### config.mk
export PLATFORM = sky130hd
export DESIGN_NAME = uart_tx_cfg
export DESIGN_NICKNAME = d
export VERILOG_FILES = /design/src/rtl/uart_tx_cfg_pkg.sv /design/src/rtl/uart_tx_cfg_baud_tick.sv /design/src/rtl/uart_tx_cfg.sv
export SDC_FILE = /design/constraint.sdc
export NUM_CORES = 1
export LEC_CHECK = 0
export BUFFER_PORTS_ARGS = -buffer_cell sky130_fd_sc_hd__buf_2
export CAP_MARGIN = 20
export CORE_MARGIN = 10
export CORE_UTILIZATION = 30
export CTS_CLUSTER_SIZE = 30
export DETAILED_ROUTE_END_ITERATION = 8
export SYNTH_ARGS = -nofsm -noshare
export SYNTH_HDL_FRONTEND = slang
export SYNTH_SLANG_ARGS = --single-unit
### constraint.sdc
create_clock -name clk_i -period 3.35 [get_ports clk_i]
set_input_delay 0.5025 -clock clk_i [delete_from_list [all_inputs] [get_ports clk_i]]
set_output_delay 0.5025 -clock clk_i [all_outputs]
set_load 0.02 [all_outputs]
### src/rtl/uart_tx_cfg_pkg.sv
// Shared types and limits for the configurable UART transmitter.
package uart_pkg;

  localparam int UART_MIN_W = 5;
  localparam int UART_MAX_W = 9;

  typedef enum logic [1:0] {
    PAR_NONE = 2'b00,
    PAR_EVEN = 2'b01,
    PAR_ODD  = 2'b10,
    PAR_RSVD = 2'b11
  } parity_t;

  typedef enum logic [2:0] {
    IDLE,
    START,
    DATA,
    PARITY,
    STOP
  } tx_state_t;

endpackage

### src/rtl/uart_tx_cfg_baud_tick.sv
// Reloadable down-counter; tick marks the last cycle of each bit period.
module uart_baud_tick #(
  parameter int PRESC_W = 32
) (
  input  logic               clk_i,
  input  logic               reset_i,
  input  logic               load,
  input  logic [PRESC_W-1:0] reload,
  output logic               tick
);

  logic [PRESC_W-1:0] r_count;

  assign tick = (r_count == '0);

  // A bit lasts reload+1 cycles: the counter restarts from reload when it hits 0.
  always_ff @(posedge clk_i or posedge reset_i) begin
    if (reset_i) begin
      r_count <= '0;
    end else if (load || tick) begin
      r_count <= reload;
    end else begin
      r_count <= r_count - PRESC_W'(1);
    end
  end

endmodule

### src/rtl/uart_tx_cfg.sv
// UART transmitter with configurable width, parity and stop bits; drains a
// FIFO through the rts/next handshake and can chain frames without idle gaps.
module uart_tx_cfg
  import uart_pkg::*;
#(
  parameter int DATA_W  = 8,
  parameter int PRESC_W = 32
) (
  input  logic               clk_i,
  input  logic               reset_i,
  input  logic [PRESC_W-1:0] prescaler,
  input  logic [1:0]         parity_mode,
  input  logic               two_stop,
  input  logic [DATA_W-1:0]  d_in,
  input  logic               rts,
  output logic               next,
  output logic               tx,
  output logic               busy
);

  localparam int IDX_W = $clog2(DATA_W);
  localparam logic [IDX_W-1:0] LAST_IDX = IDX_W'(DATA_W - 1);

  if (DATA_W < UART_MIN_W || DATA_W > UART_MAX_W) begin : g_badWidth
    $error("uart_tx_cfg: DATA_W must lie between UART_MIN_W and UART_MAX_W");
  end

  tx_state_t          r_state;
  logic [DATA_W-1:0]  r_shift;
  logic [IDX_W-1:0]   r_bitIdx;
  logic               r_stopIdx;
  logic [PRESC_W-1:0] r_presc;
  parity_t            r_parMode;
  logic               r_twoStop;
  logic               r_parBit;
  logic               r_tx;
  logic               r_next;
  logic               r_busy;

  tx_state_t          w_stateNext;
  logic [DATA_W-1:0]  w_shiftNext;
  logic [IDX_W-1:0]   w_bitIdxNext;
  logic               w_stopIdxNext;
  logic               w_txNext;
  logic               w_busyNext;
  logic               w_load;
  logic               w_tick;
  logic               w_parEn;
  logic [PRESC_W-1:0] w_reload;

  // A new frame must start its first bit with the live prescaler, not the stale one.
  assign w_reload = w_load ? prescaler : r_presc;
  assign w_parEn  = (r_parMode == PAR_EVEN) || (r_parMode == PAR_ODD);

  uart_baud_tick #(
    .PRESC_W(PRESC_W)
  ) u_baud (
    .clk_i  (clk_i),
    .reset_i(reset_i),
    .load   (w_load),
    .reload (w_reload),
    .tick   (w_tick)
  );

  always_comb begin
    w_stateNext   = r_state;
    w_shiftNext   = r_shift;
    w_bitIdxNext  = r_bitIdx;
    w_stopIdxNext = r_stopIdx;
    w_txNext      = r_tx;
    w_busyNext    = r_busy;
    w_load        = 1'b0;
    case (r_state)
      IDLE: begin
        w_txNext   = 1'b1;
        w_busyNext = 1'b0;
        if (rts) w_load = 1'b1;
      end
      START: begin
        if (w_tick) begin
          w_stateNext  = DATA;
          w_txNext     = r_shift[0];
          w_shiftNext  = r_shift >> 1;
          w_bitIdxNext = '0;
        end
      end
      DATA: begin
        if (w_tick) begin
          if (r_bitIdx == LAST_IDX) begin
            w_bitIdxNext = '0;
            if (w_parEn) begin
              w_stateNext = PARITY;
              w_txNext    = r_parBit;
            end else begin
              w_stateNext   = STOP;
              w_txNext      = 1'b1;
              w_stopIdxNext = 1'b0;
            end
          end else begin
            w_txNext     = r_shift[0];
            w_shiftNext  = r_shift >> 1;
            w_bitIdxNext = r_bitIdx + IDX_W'(1);
          end
        end
      end
      PARITY: begin
        if (w_tick) begin
          w_stateNext   = STOP;
          w_txNext      = 1'b1;
          w_stopIdxNext = 1'b0;
        end
      end
      STOP: begin
        // Chaining straight into the next start bit keeps busy high across frames.
        if (w_tick) begin
          if (r_twoStop && !r_stopIdx) begin
            w_stopIdxNext = 1'b1;
          end else if (rts) begin
            w_load = 1'b1;
          end else begin
            w_stateNext   = IDLE;
            w_txNext      = 1'b1;
            w_busyNext    = 1'b0;
            w_stopIdxNext = 1'b0;
          end
        end
      end
      default: begin
        w_stateNext = IDLE;
        w_txNext    = 1'b1;
        w_busyNext  = 1'b0;
      end
    endcase
    if (w_load) begin
      w_stateNext   = START;
      w_txNext      = 1'b0;
      w_busyNext    = 1'b1;
      w_shiftNext   = d_in;
      w_bitIdxNext  = '0;
      w_stopIdxNext = 1'b0;
    end
  end

  always_ff @(posedge clk_i or posedge reset_i) begin
    if (reset_i) begin
      r_state   <= IDLE;
      r_shift   <= '0;
      r_bitIdx  <= '0;
      r_stopIdx <= 1'b0;
      r_presc   <= '0;
      r_parMode <= PAR_NONE;
      r_twoStop <= 1'b0;
      r_parBit  <= 1'b0;
      r_tx      <= 1'b1;
      r_next    <= 1'b0;
      r_busy    <= 1'b0;
    end else begin
      r_state   <= w_stateNext;
      r_shift   <= w_shiftNext;
      r_bitIdx  <= w_bitIdxNext;
      r_stopIdx <= w_stopIdxNext;
      r_tx      <= w_txNext;
      r_next    <= w_load;
      r_busy    <= w_busyNext;
      // Frame configuration is frozen here so mid-frame changes wait for the next load.
      if (w_load) begin
        r_presc   <= prescaler;
        r_parMode <= parity_t'(parity_mode);
        r_twoStop <= two_stop;
        r_parBit  <= (^d_in) ^ (parity_mode == PAR_ODD);
      end
    end
  end

  assign tx   = r_tx;
  assign next = r_next;
  assign busy = r_busy;

endmodule
### After elaboration in Yosys (flattened, before gate mapping)

Cells that the tools add are included.

* add/sub/neg operators: 2
* multipliers: 0
* div/mod/pow operators: 0
* $lt $le $gt $ge: 0
* equal/unequal tests: 20
* shift operators: 0
* multiplexer cells: 49
* bitwise gates (word level): 1
* reduce and logical (&&, ||, !) cells: 16

Operator list (count)
* $mux 32: 2
* $mux 3: 13
* $logic_not 32->1: 1
* $mux 8: 4
* $sub 32x1->32 const B: 1
* $mux 1: 23
* $pmux 8 s2: 1
* $ne 3x2->1 const B: 5
* $pmux 3 s5: 1
* $ne 3x1->1 const B: 4
* $reduce_and 4->1: 2
* $reduce_and 8->1: 1
* $reduce_xor 8->1: 1
* $reduce_and 7->1: 1
* $eq 3x2->1 const B: 2
* $eq 3x3->1 const B: 2
* $pmux 3 s2: 1
* $reduce_and 6->1: 1
* $eq 2x2->1 const B: 2
* $ne 2x1->1 const B: 2
* $ne 4x3->1 const B: 1
* $pmux 1 s2: 2
* $pmux 1 s4: 1
* $reduce_bool 4->1: 1
* 12 further kinds: 13

* flip-flop bits (word level): 86
* latch bits: 0
* memory bits (writable): 0
* bits in read-only memories: 0
* bits of input ports: 46
* output and inout port bits: 3
* logic and storage cells: 100
* memories: 0

### Depth between registers and ports, before layout

Gate-level depths: netlist of the first run.

* depth after elaboration: 7
* mapped depth: 11
* gate-level depth less buffers: 9

### Cells and area by module

A second synthesis of the first run with hierarchy kept.

* cell total of the unflattened synthesis: 463
* area total of the unflattened synthesis: 4264.1 sq um

Modules (own cells, without submodules)
* uart_tx_cfg: times used 1, cells each 264, area an instance 2492.4 sq um, sequential area each 1352.5 sq um
* uart_baud_tick: times used 1, cells each 199, area an instance 1771.7 sq um, sequential area each 800.8 sq um

### Worst setup path after synthesis of the first run

Ideal clock, no wire load.

* path type: register -> register
* from: register u_baud.r_count[24]
* to: register u_baud.r_count[30]
* data arrival time: 2.498 ns
* required time: 3.208 ns
* setup slack: 0.711 ns
* cell stages (with the launch flop): 10
* buffers on the path: 3
* clock period less this slack: 2.639 ns
* cells stage by stage: dfrtp_1 -> or4_4 -> or4_4 -> or3_1 -> buf_2 -> and2_4 -> buf_6 -> buf_6 -> a21oi_2 -> a22oi_1

* longest elaborated chain between the ends: 5
* elaborated cells between the ends (all ways): 7
* those cells by class: add/sub (1); mux (4); reduce/logical (2)

RTL lines
* start: declaration: RTL line uart_tx_cfg_baud_tick.sv:12 `logic [PRESC_W-1:0] r_count;`
* start signal: assignment: RTL line uart_tx_cfg_baud_tick.sv:21 `r_count <= reload;`
* start signal: assignment: RTL line uart_tx_cfg_baud_tick.sv:23 `r_count <= r_count - PRESC_W'(1);`
* parallel branches: the longest is 4 deep, another holds $sub 32x1->32
* $mux 32 *: RTL line uart_tx_cfg_baud_tick.sv:20 `end else if (load || tick) begin`

Every way passes the cells marked *.
A chain may end at the register's enable or synchronous reset.

### Worst setup path in the final report of the first run

* from: register u_baud.r_count[24]
* to: register r_bitIdx[1]

* longest elaborated chain between the ends: 5
* elaborated cells between the ends (all ways): 8
* those cells by class: eq/ne (2); mux (3); reduce/logical (3)

RTL lines
* $logic_not 32->1 *: RTL line uart_tx_cfg_baud_tick.sv:14 `assign tick = (r_count == '0);`
* $mux 1: RTL line uart_tx_cfg.sv:115 `if (w_tick) begin`
* $pmux 1 s2: RTL line uart_tx_cfg.sv:73 `case (r_state)`
* $ne 3x1->1 (no source line) or $reduce_bool 3->1 (tied branches)
* $reduce_and 3->1 (no source line)
* end signal: assignment: RTL line uart_tx_cfg.sv:160 `r_bitIdx <= w_bitIdxNext;`
* end: declaration: RTL line uart_tx_cfg.sv:30 `logic [IDX_W-1:0] r_bitIdx;`

Every way passes the cells marked *; elsewhere a longest branch is shown, timed or not.

==> results of run 1 <==
cells by family (layout without fill, tap and decap cells):
family / Yosys count / after routing / share of synthesized area (%)
AO/OA/AOI/OAI: 85 / 85 / 13.8
XOR/XNOR: 36 / 36 / 7.24
adder cells (fa/ha/maj): 3 / 3 / 0.862
buffers and inverters: 29 / 78 / 3.36
flip-flops: 86 / 86 / 49.5
multiplexers: 3 / 3 / 0.747
AND/OR/NAND/NOR: 240 / 240 / 24.6
cell usage in the layout (no fill, tap or decap), types with 2 or more instances in the layout:
master,Yosys,final
nand2_1,137,137
dfrtp_1,85,85
buf_2,9,48
nor2_1,43,42
xnor2_1,25,25
a31oi_1,20,20
a22oi_1,18,18
a21oi_1,15,15
nor3_1,13,13
a21oi_2,11,11
xor2_1,11,11
clkbuf_16,0,9
buf_4,1,9
nor4_1,7,7
o21ai_0,6,6
nor2b_1,5,5
or3_1,5,5
nand2b_1,4,4
nand4_1,4,4
nand3_1,4,4
inv_1,5,4
a22o_1,3,3
ha_1,3,3
nor3b_1,2,2
or4_4,2,2
or4_1,2,2
nand4b_1,2,2
nand3b_1,2,2
o32a_1,2,2
and2_1,2,2
nor4b_1,2,2
o21bai_1,2,2
mux2_2,2,2
clkbuf_8,0,2
clkbuf_1,8,2
power by group:
group	leakage (nW)	total, mW	internal (mW)	switching [mW]
combinational	1.09	1.36	0.579	0.781
clock	0.132	0.940	0.542	0.398
sequential	1.03	1.94	1.54	0.399
total	2.25	4.24	2.66	1.58
state kept, by name, summed over array words and instances (netlist names):
name and flops:
r_shift 8, r_parBit 1, r_bitIdx 3, busy 1
next 1, r_stopIdx 1, r_state 3, r_parMode 2
tx 1, r_twoStop 1, u_baud.r_count 32, r_presc 32
worst min-delay path by stage:
| stage | endpoint | cells past startpoint | start | slack (ns) |
|---|---|---|---|---|
| global route | r_shift[4] | 2 | reset_i | 0.20 |
| detailed placement | r_presc[2] | 2 | r_presc[2] | 0.45 |
| finish | r_shift[4] | 2 | reset_i | 0.16 |
| floorplan | r_presc[11] | 2 | r_presc[11] | 0.43 |
| global placement | r_presc[19] | 2 | r_presc[19] | 0.44 |
| CTS | r_presc[28] | 2 | reset_i | 0.17 |
area by class of cell:
cell class | count | area share, %
inverter | 6 | 0.471
timing repair buffer | 57 | 6.10
multi-input combinational | 367 | 40.8
sequential | 86 | 42.7
tap | 180 | 4.46
clock inverter | 2 | 0.322
clock buffer | 13 | 5.15
worst register-to-register path: cells and delay by family (launching register included):
family,cells,cell delay (ns)
and+or+nand+nor,5,2.18
DFF,1,0.42
AOI/OAI and AO/OA,1,0.17
metrics by stage:
step,setup slack [ns],util [%],cells,instance area (um^2),hold WS [ns]
final,0.510,36.0,711,5050,0.160
after floorplan,0.627,-,482,4350,0.433
after detailed placement,0.525,34.0,696,4770,0.451
after global routing,0.315,36.0,711,5050,0.204
after CTS,0.496,36.0,711,5050,0.171
after global placement,0.572,34.0,696,4770,0.444
layer usage:
metal  part of all wire (%)  vias up  global-route usage (%)
met4                    1.8        0                    4.46
met5                      0        -                       0
met1                     47     1640                    14.2
met2                     47       61                    15.9
li1                       -     1741                       -
met3                    3.7       12                    2.40
==> results.toml, run 1 <==
[critical_path]
slowest_delay_ns = 0.58
cp_max_fo = 37
rr_endpoint = "r_bitIdx[1]"
worst-r2r-setup-slack_ns = 0.51
crit_cells = 6
crit_path_frequent_cell = "or4_4"
worstPathCellList = "or4_4 > or4_4 > or3_1 > and2_4 > nor3_4 > a22o_1"
critPathCapture = "r_bitIdx[1]"
crit_slowest_cell = "or4_4"
worstPathRequired_ns = 3.62
worstSetupPathType = "register to register"
crit_arrival_ns = 3.11
start_kind = "register"
cp.buffers_inverters = 0
crit_family = "simple AND/OR/NAND/NOR gates"
endpoint_kind = "register"
r2r-start = "u_baud.r_count[24]"
crit_path_start = "u_baud.r_count[24]"
r2r_cells = 6

[logic_synthesis]
yosys-top-cells-count = "nand2_1, dfrtp_1, nor2_1, xnor2_1, a31oi_1"
yosysTopAreaCellShare_pct = 48.9
netlist_area_um2 = 4350
synth.most_common_cell = "nand2_1"
syn_inst = 482
synth_edf_count = 0
yosys_most_used_dff = "dfrtp_1"
yosysSeqAreaShare_pct = 49.5
synth_area_leaders = "dfrtp_1, nand2_1, xnor2_1"
synth-seq-cells = 86
avgSynthCellArea_um2 = 9.03
yosysWarnings = 0
ys_types = 50
ys_async_sr_fraction_pct = 100
synth_top_area_cell = "dfrtp_1"
syn_nets = 531

[pwr]
peakVddDrop_mv = 0.237
leakage_nw = 2.25
power_per_cell_area_nw_per_um2 = 839
power.total_mw = 4.24

[drt]
viasPerCell = 4.86
wirelength_mm = 10.3
drc_errors = 0
num_vias = 3454
routedWlPerCell_um = 14.4
first_pass_iters = 4
ant_nets = 0
drtIter0Drc = 231

[floorplan]
dieArea_um2 = 19700
start_util_pct = 31.0
die_x_um = 140
io_pins = 49
coreArea_um2 = 14000
fp-row-count = 43
die_h_um = 140

[grt]
grt-ovfl-total = 0
grt_first_pass_wirelength_mm = 17.4
grt_pass1_vias = 3437
grt_antenna_before_repair = 0
grt.total_usage_pct = 10.6
grt_max_degree = 38

[clock_network]
postCtsHoldBufs = 0
clk_pin_slew_worst_paths_ns = 0.06
cts_sinks = 86
cts-buffers-inserted = 9
ctsResizeCount = 0
post-cts-setup-buffer-count = 0
cts_buffer_depth = 2
tritoncts = "done"
clock_tree.root_cell = "clkbuf_16"
htree_levels = 3
clk_latency_ns = 0.34

[outcome]
status = "complete, no violations"

[sta]
min_period_over_period_pct = 84.8
slew_headroom_pct = 61.6
fmax_mhz = 352
fin_skew_ns = 0.0104
worstMarginPinSlew_ns = 0.571
tns_ns = 0
finalHoldViolCount = 0
setup_violations = 0
period_needed_ns = 2.84
slew_viol_final = 0
rsz0062_at_grt = "no"

[placed_design]
dp_hpwl_mm = 7.30
port_buffers = 48
gp_congestion = 0.813

[finish]
regArea_um2 = 2150
n_antenna_cell = 0
multiInputGateArea_um2 = 2060
nets = 576
n_fill_cell = 1409
area_growth_pct = 15.9
drive_gt1_share_pct = 17.5

[run]
maxCapViolCount = 0

[hold_path]
hold_class = "input port to asynchronous set/reset pin"
Power figures use the tool's default switching activity.
==> run 2, diff against run 1 <==
==> constraint.sdc (replaced) <==
create_clock -name clk_i -period 2.85 [get_ports clk_i]
set_input_delay 0.4275 -clock clk_i [delete_from_list [all_inputs] [get_ports clk_i]]
set_output_delay 0.4275 -clock clk_i [all_outputs]
set_load 0.02 [all_outputs]
==> run 2 against run 1 <==
  * Non-clock buffer count increased by 5
  * Largest power group unchanged
  * Cell count increased by 0.98%
  * Fmax increased by 4.0%
  * Via count increased by 3.4%
  * Total power increased by 22%
==> results.toml, run 2 (synthesis results as in run 1) <==
[outcome]
status = "complete, no violations"

[drt]
num_vias = 3572
drtIter0Drc = 223
drc_errors = 0
first_pass_iters = 5
ant_nets = 0
routedWlPerCell_um = 14.8
wirelength_mm = 10.6
viasPerCell = 4.97

[critical_path]
worstPathRequired_ns = 3.05
endpoint_kind = "register"
worstSetupPathType = "register to register"
worstPathCellList = "or4_4 > or4_4 > nor4_1 > buf_4 > nor2_4 > buf_4 > a21oi_1 > a22oi_1"
crit_slowest_cell = "or4_4"
crit_arrival_ns = 2.93
cp_max_fo = 29
start_kind = "register"
slowest_delay_ns = 0.58

[clock_network]
cts_buffer_depth = 2
postCtsHoldBufs = 0
post-cts-setup-buffer-count = 0
tritoncts = "done"
ctsResizeCount = 0
clk_latency_ns = 0.34
cts-buffers-inserted = 9
cts_sinks = 86
htree_levels = 3
clock_tree.root_cell = "clkbuf_16"
clk_pin_slew_worst_paths_ns = 0.06

[grt]
grt_first_pass_wirelength_mm = 17.5
grt-ovfl-total = 0
grt.total_usage_pct = 10.6
grt_pass1_vias = 3482
grt_antenna_before_repair = 0
grt_max_degree = 40

[finish]
layout_commonest_cell = "nand2_1"
mostFrequentLayoutCells = "nand2_1, dfrtp_1, buf_2, nor2_1, xnor2_1"
n_fill_cell = 1420
area_growth_pct = 18.6
largestRegisters = "r_presc: 32 flops, u_baud.r_count: 32 flops, r_shift: 8 flops"
stdcell_area_um2 = 5170
fin_util_pct = 36.8
drive_gt1_share_pct = 18.8
regArea_um2 = 2150
multiInputGateArea_um2 = 2070
nets = 582
n_antenna_cell = 0

[sta]
tns_ns = 0
finalHoldViolCount = 0
setup_violations = 0
rsz0062_at_grt = "no"
worstMarginPinSlew_ns = 0.681
fmax_mhz = 366
slew_viol_final = 0
slew_headroom_pct = 54.6
min_period_over_period_pct = 95.9
period_needed_ns = 2.73
fin_skew_ns = 0.00891

[placed_design]
dpl_cell_area_um2 = 4850
port_buffers = 48
gp_congestion = 0.857
dp_hpwl_mm = 7.51

[floorplan]
io_pins = 49
die_h_um = 140
coreArea_um2 = 14000
dieArea_um2 = 19700
start_util_pct = 31.0
fp-row-count = 43
die_x_um = 140

[hold_path]
hold_class = "input port to asynchronous set/reset pin"

[run]
maxCapViolCount = 0

[pwr]
power_per_cell_area_nw_per_um2 = 998
leakage_nw = 2.30
peakVddDrop_mv = 0.321
-- run 2: cell type report --
type                            count  share of cell area, %
Sequential cell                    86                   41.7
Multi-Input combinational cell    368                   40.2
Timing Repair Buffer               62                   7.41
Clock buffer                       12                   4.77
Tap cell                          180                   4.36
Clock inverter                      4                   1.07
Inverter                            6                  0.557
-- run 2: path summary, 6_finish.rpt --
| path | slack, ns | from | end | depth (start not counted) |
|---|---|---|---|---|
| max | 0.12 | u_baud.r_count[24] | u_baud.r_count[31] | 8 |
| min | 0.16 | reset_i | r_presc[3] | 2 |
| max reg2reg | 0.12 | u_baud.r_count[24] | u_baud.r_count[31] | 8 |
| min reg2reg | 0.46 | r_presc[6] | r_presc[6] | 2 |
| max in group asynchronous | 1.86 | reset_i | u_baud.r_count[15] | 3 |
| min in group clk_i | 0.29 | two_stop | r_twoStop | 3 |
-- run 2: layer usage --
metal  share of wire [%]  up-vias  global-route usage, %
met1                  45     1703                   13.6
met4                 1.6        0                   4.67
li1                    -     1754                      -
met2                  48       98                   16.6
met3                 5.0       17                   2.54
met5                   0        -                      0
-- run 2: where the power goes --
group	total (mW)	internal [mW]	switching, mW
Clock	1.18	0.708	0.476
Sequential	2.28	1.81	0.474
Combinational	1.69	0.735	0.958
Total	5.16	3.25	1.91
-- run 2: metrics by stage --
step	hold slack, ns	std cells	setup slack, ns	power (mW)
final	0.162	718	0.118	5.16
after floorplan	0.433	482	0.202	3.49
after detailed placement	0.451	701	0.0572	3.98
after CTS	0.180	717	0.0145	5.19
after global routing	0.216	718	0.0277	5.55
after global placement	0.443	701	0.114	3.89
-- run 2: worst max-delay path: cells and delay by family, from the launching register on --
family | cells | cell delay, ns
AOI/OAI and AO/OA | 2 | 0.28
buffers and inverters | 2 | 0.45
DFF | 1 | 0.43
and+or+nand+nor | 4 | 1.41
==> run 3, diff against run 2 <==
--- a/config.mk
+++ b/config.mk
@@ -7,7 +7,6 @@
 export LEC_CHECK = 0
 export BUFFER_PORTS_ARGS = -buffer_cell sky130_fd_sc_hd__buf_2
 export CAP_MARGIN = 20
-export CORE_MARGIN = 10
 export CORE_UTILIZATION = 30
 export CTS_CLUSTER_SIZE = 30
 export DETAILED_ROUTE_END_ITERATION = 8
==> run 3 against run 2 <==
  * Via count shrank 1.7%
  * Critical path type unchanged
  * Total power grew 1.5%
  * Fmax grew 0.13%
  * Hold slack gained 0.014 ns
  * First-iteration DRC count shrank 28%
  * Sequential share of layout area shrank 0.34 points
  * Final area grew 0.82%
  * Clock power grew 8%
  * Global-route usage grew 3.2 points
==> results.toml, run 3 (synthesis results as in run 1) <==
[outcome]
status = "complete, no violations"

[sta]
worstMarginPinSlew_ns = 0.707
min_period_over_period_pct = 95.7
tns_ns = 0
finalHoldViolCount = 0
fmax_mhz = 367
setup_violations = 0
slew_viol_final = 0
period_needed_ns = 2.73
fin_skew_ns = 0.00449
slew_headroom_pct = 52.8

[finish]
drive_gt1_share_pct = 19.5
n_fill_cell = 1420
area_growth_pct = 19.6
mostFrequentLayoutCells = "nand2_1, dfrtp_1, buf_2, nor2_1, xnor2_1"
layout_commonest_cell = "nand2_1"
fin_util_pct = 37.1
n_antenna_cell = 0
nets = 582
largestRegisters = "r_presc: 32 flops, u_baud.r_count: 32 flops, r_shift: 8 flops"

[drt]
top_layer = "met4"
drc_errors = 0
num_vias = 3512
wl_met1_mm = 4.87
first_pass_iters = 5
met3WireLength_um = 309
wl_met2_mm = 4.60
viasPerCell = 4.89
drtIter0Drc = 161
wirelength_mm = 9.96
ant_nets = 0
routedWlPerCell_um = 13.9

[grt]
grt.total_usage_pct = 13.8
grt-ovfl-total = 0
grt_pass1_vias = 3439
grt_antenna_before_repair = 0
grt_first_pass_wirelength_mm = 16.3
grt_max_degree = 42

[critical_path]
crit_arrival_ns = 2.99
endpoint_kind = "register"
worstSetupPathType = "register to register"
slowest_delay_ns = 0.57
start_kind = "register"
cp_max_fo = 25
crit_slowest_cell = "or4_4"
worstPathRequired_ns = 3.12
cp.buffers_inverters = 3
crit_family = "simple AND/OR/NAND/NOR gates"
crit_path_frequent_cell = "or4_4"
worstPathCellList = "or4_4 > or4_4 > nor4_4 > buf_4 > nor2_4 > inv_2 > buf_12 > nor2_1 > mux2_2"

[clock_network]
cts_buffer_depth = 2
clk_pin_slew_worst_paths_ns = 0.06
tritoncts = "done"
htree_levels = 3
cts-buffers-inserted = 9
clock_tree.root_cell = "clkbuf_16"
post-cts-setup-buffer-count = 0
clk_latency_ns = 0.34
cts_sinks = 86

[placed_design]
gp_congestion = 0.853
port_buffers = 48
dp_hpwl_mm = 6.73

[floorplan]
start_util_pct = 31.0
coreArea_um2 = 14000
fp-row-count = 43
dieArea_um2 = 15000
io_pins = 49
die_h_um = 122
die_x_um = 122

[pwr]
leakage_nw = 2.33
power_per_cell_area_nw_per_um2 = 1010
peakVddDrop_mv = 0.292

[hold_path]
hold_class = "input port to asynchronous set/reset pin"

[run]
maxCapViolCount = 0
[run 3: report_power, final]
group	internal, mW	switching, mW
sequential	1.81	0.465
combinational	0.737	0.945
clock	0.794	0.488
[run 3: path summary, 6_finish.rpt]
check	startpoint	to	slack (ns)	depth (start not counted)
min reg2reg	r_presc[5]	r_presc[5]	0.46	2
max	u_baud.r_count[24]	tx	0.12	9
max reg2reg	u_baud.r_count[24]	tx	0.12	9
min in group clk_i	two_stop	r_twoStop	0.30	3
max in group asynchronous	reset_i	tx	1.89	3
min	reset_i	r_presc[3]	0.18	2
[run 3: cell type report]
cell class | instances | area (um^2) | share of cell area, %
tap | 180 | 225 | 4.32
clock buffer | 11 | 243 | 4.66
inverter | 6 | 23.8 | 0.456
clock inverter | 5 | 81.3 | 1.56
sequential | 86 | 2150 | 41.3
timing repair buffer | 62 | 383 | 7.35
multi-input combinational | 368 | 2100 | 40.3
[run 3: timing repair]
| item | in CTS | in global routing |
|---|---|---|
| endpoints found under the setup margin | 0 | 28 |
| hold buffers | 0 | 0 |
| gates resized for setup | 0 | 5 |
[run 3: metal layers]
layer | up-vias | track usage [%]
met5 | - | 0
met4 | 0 | 5.95
met3 | 15 | 2.28
met2 | 77 | 20.6
met1 | 1662 | 19.6
li1 | 1758 | -
[run 3: per-stage QoR]
step | setup slack (ns) | cell area [um^2] | hold WS [ns] | power (mW) | instances
floorplan | 0.202 | 4350 | 0.433 | 3.49 | 482
global placement | 0.101 | 4850 | 0.443 | 3.88 | 701
detailed placement | 0.0627 | 4850 | 0.451 | 3.95 | 701
CTS | 0.0179 | 5170 | 0.199 | 5.25 | 717
global route | -0.00382 | 5210 | 0.232 | 5.63 | 718
finish | 0.122 | 5210 | 0.176 | 5.24 | 718
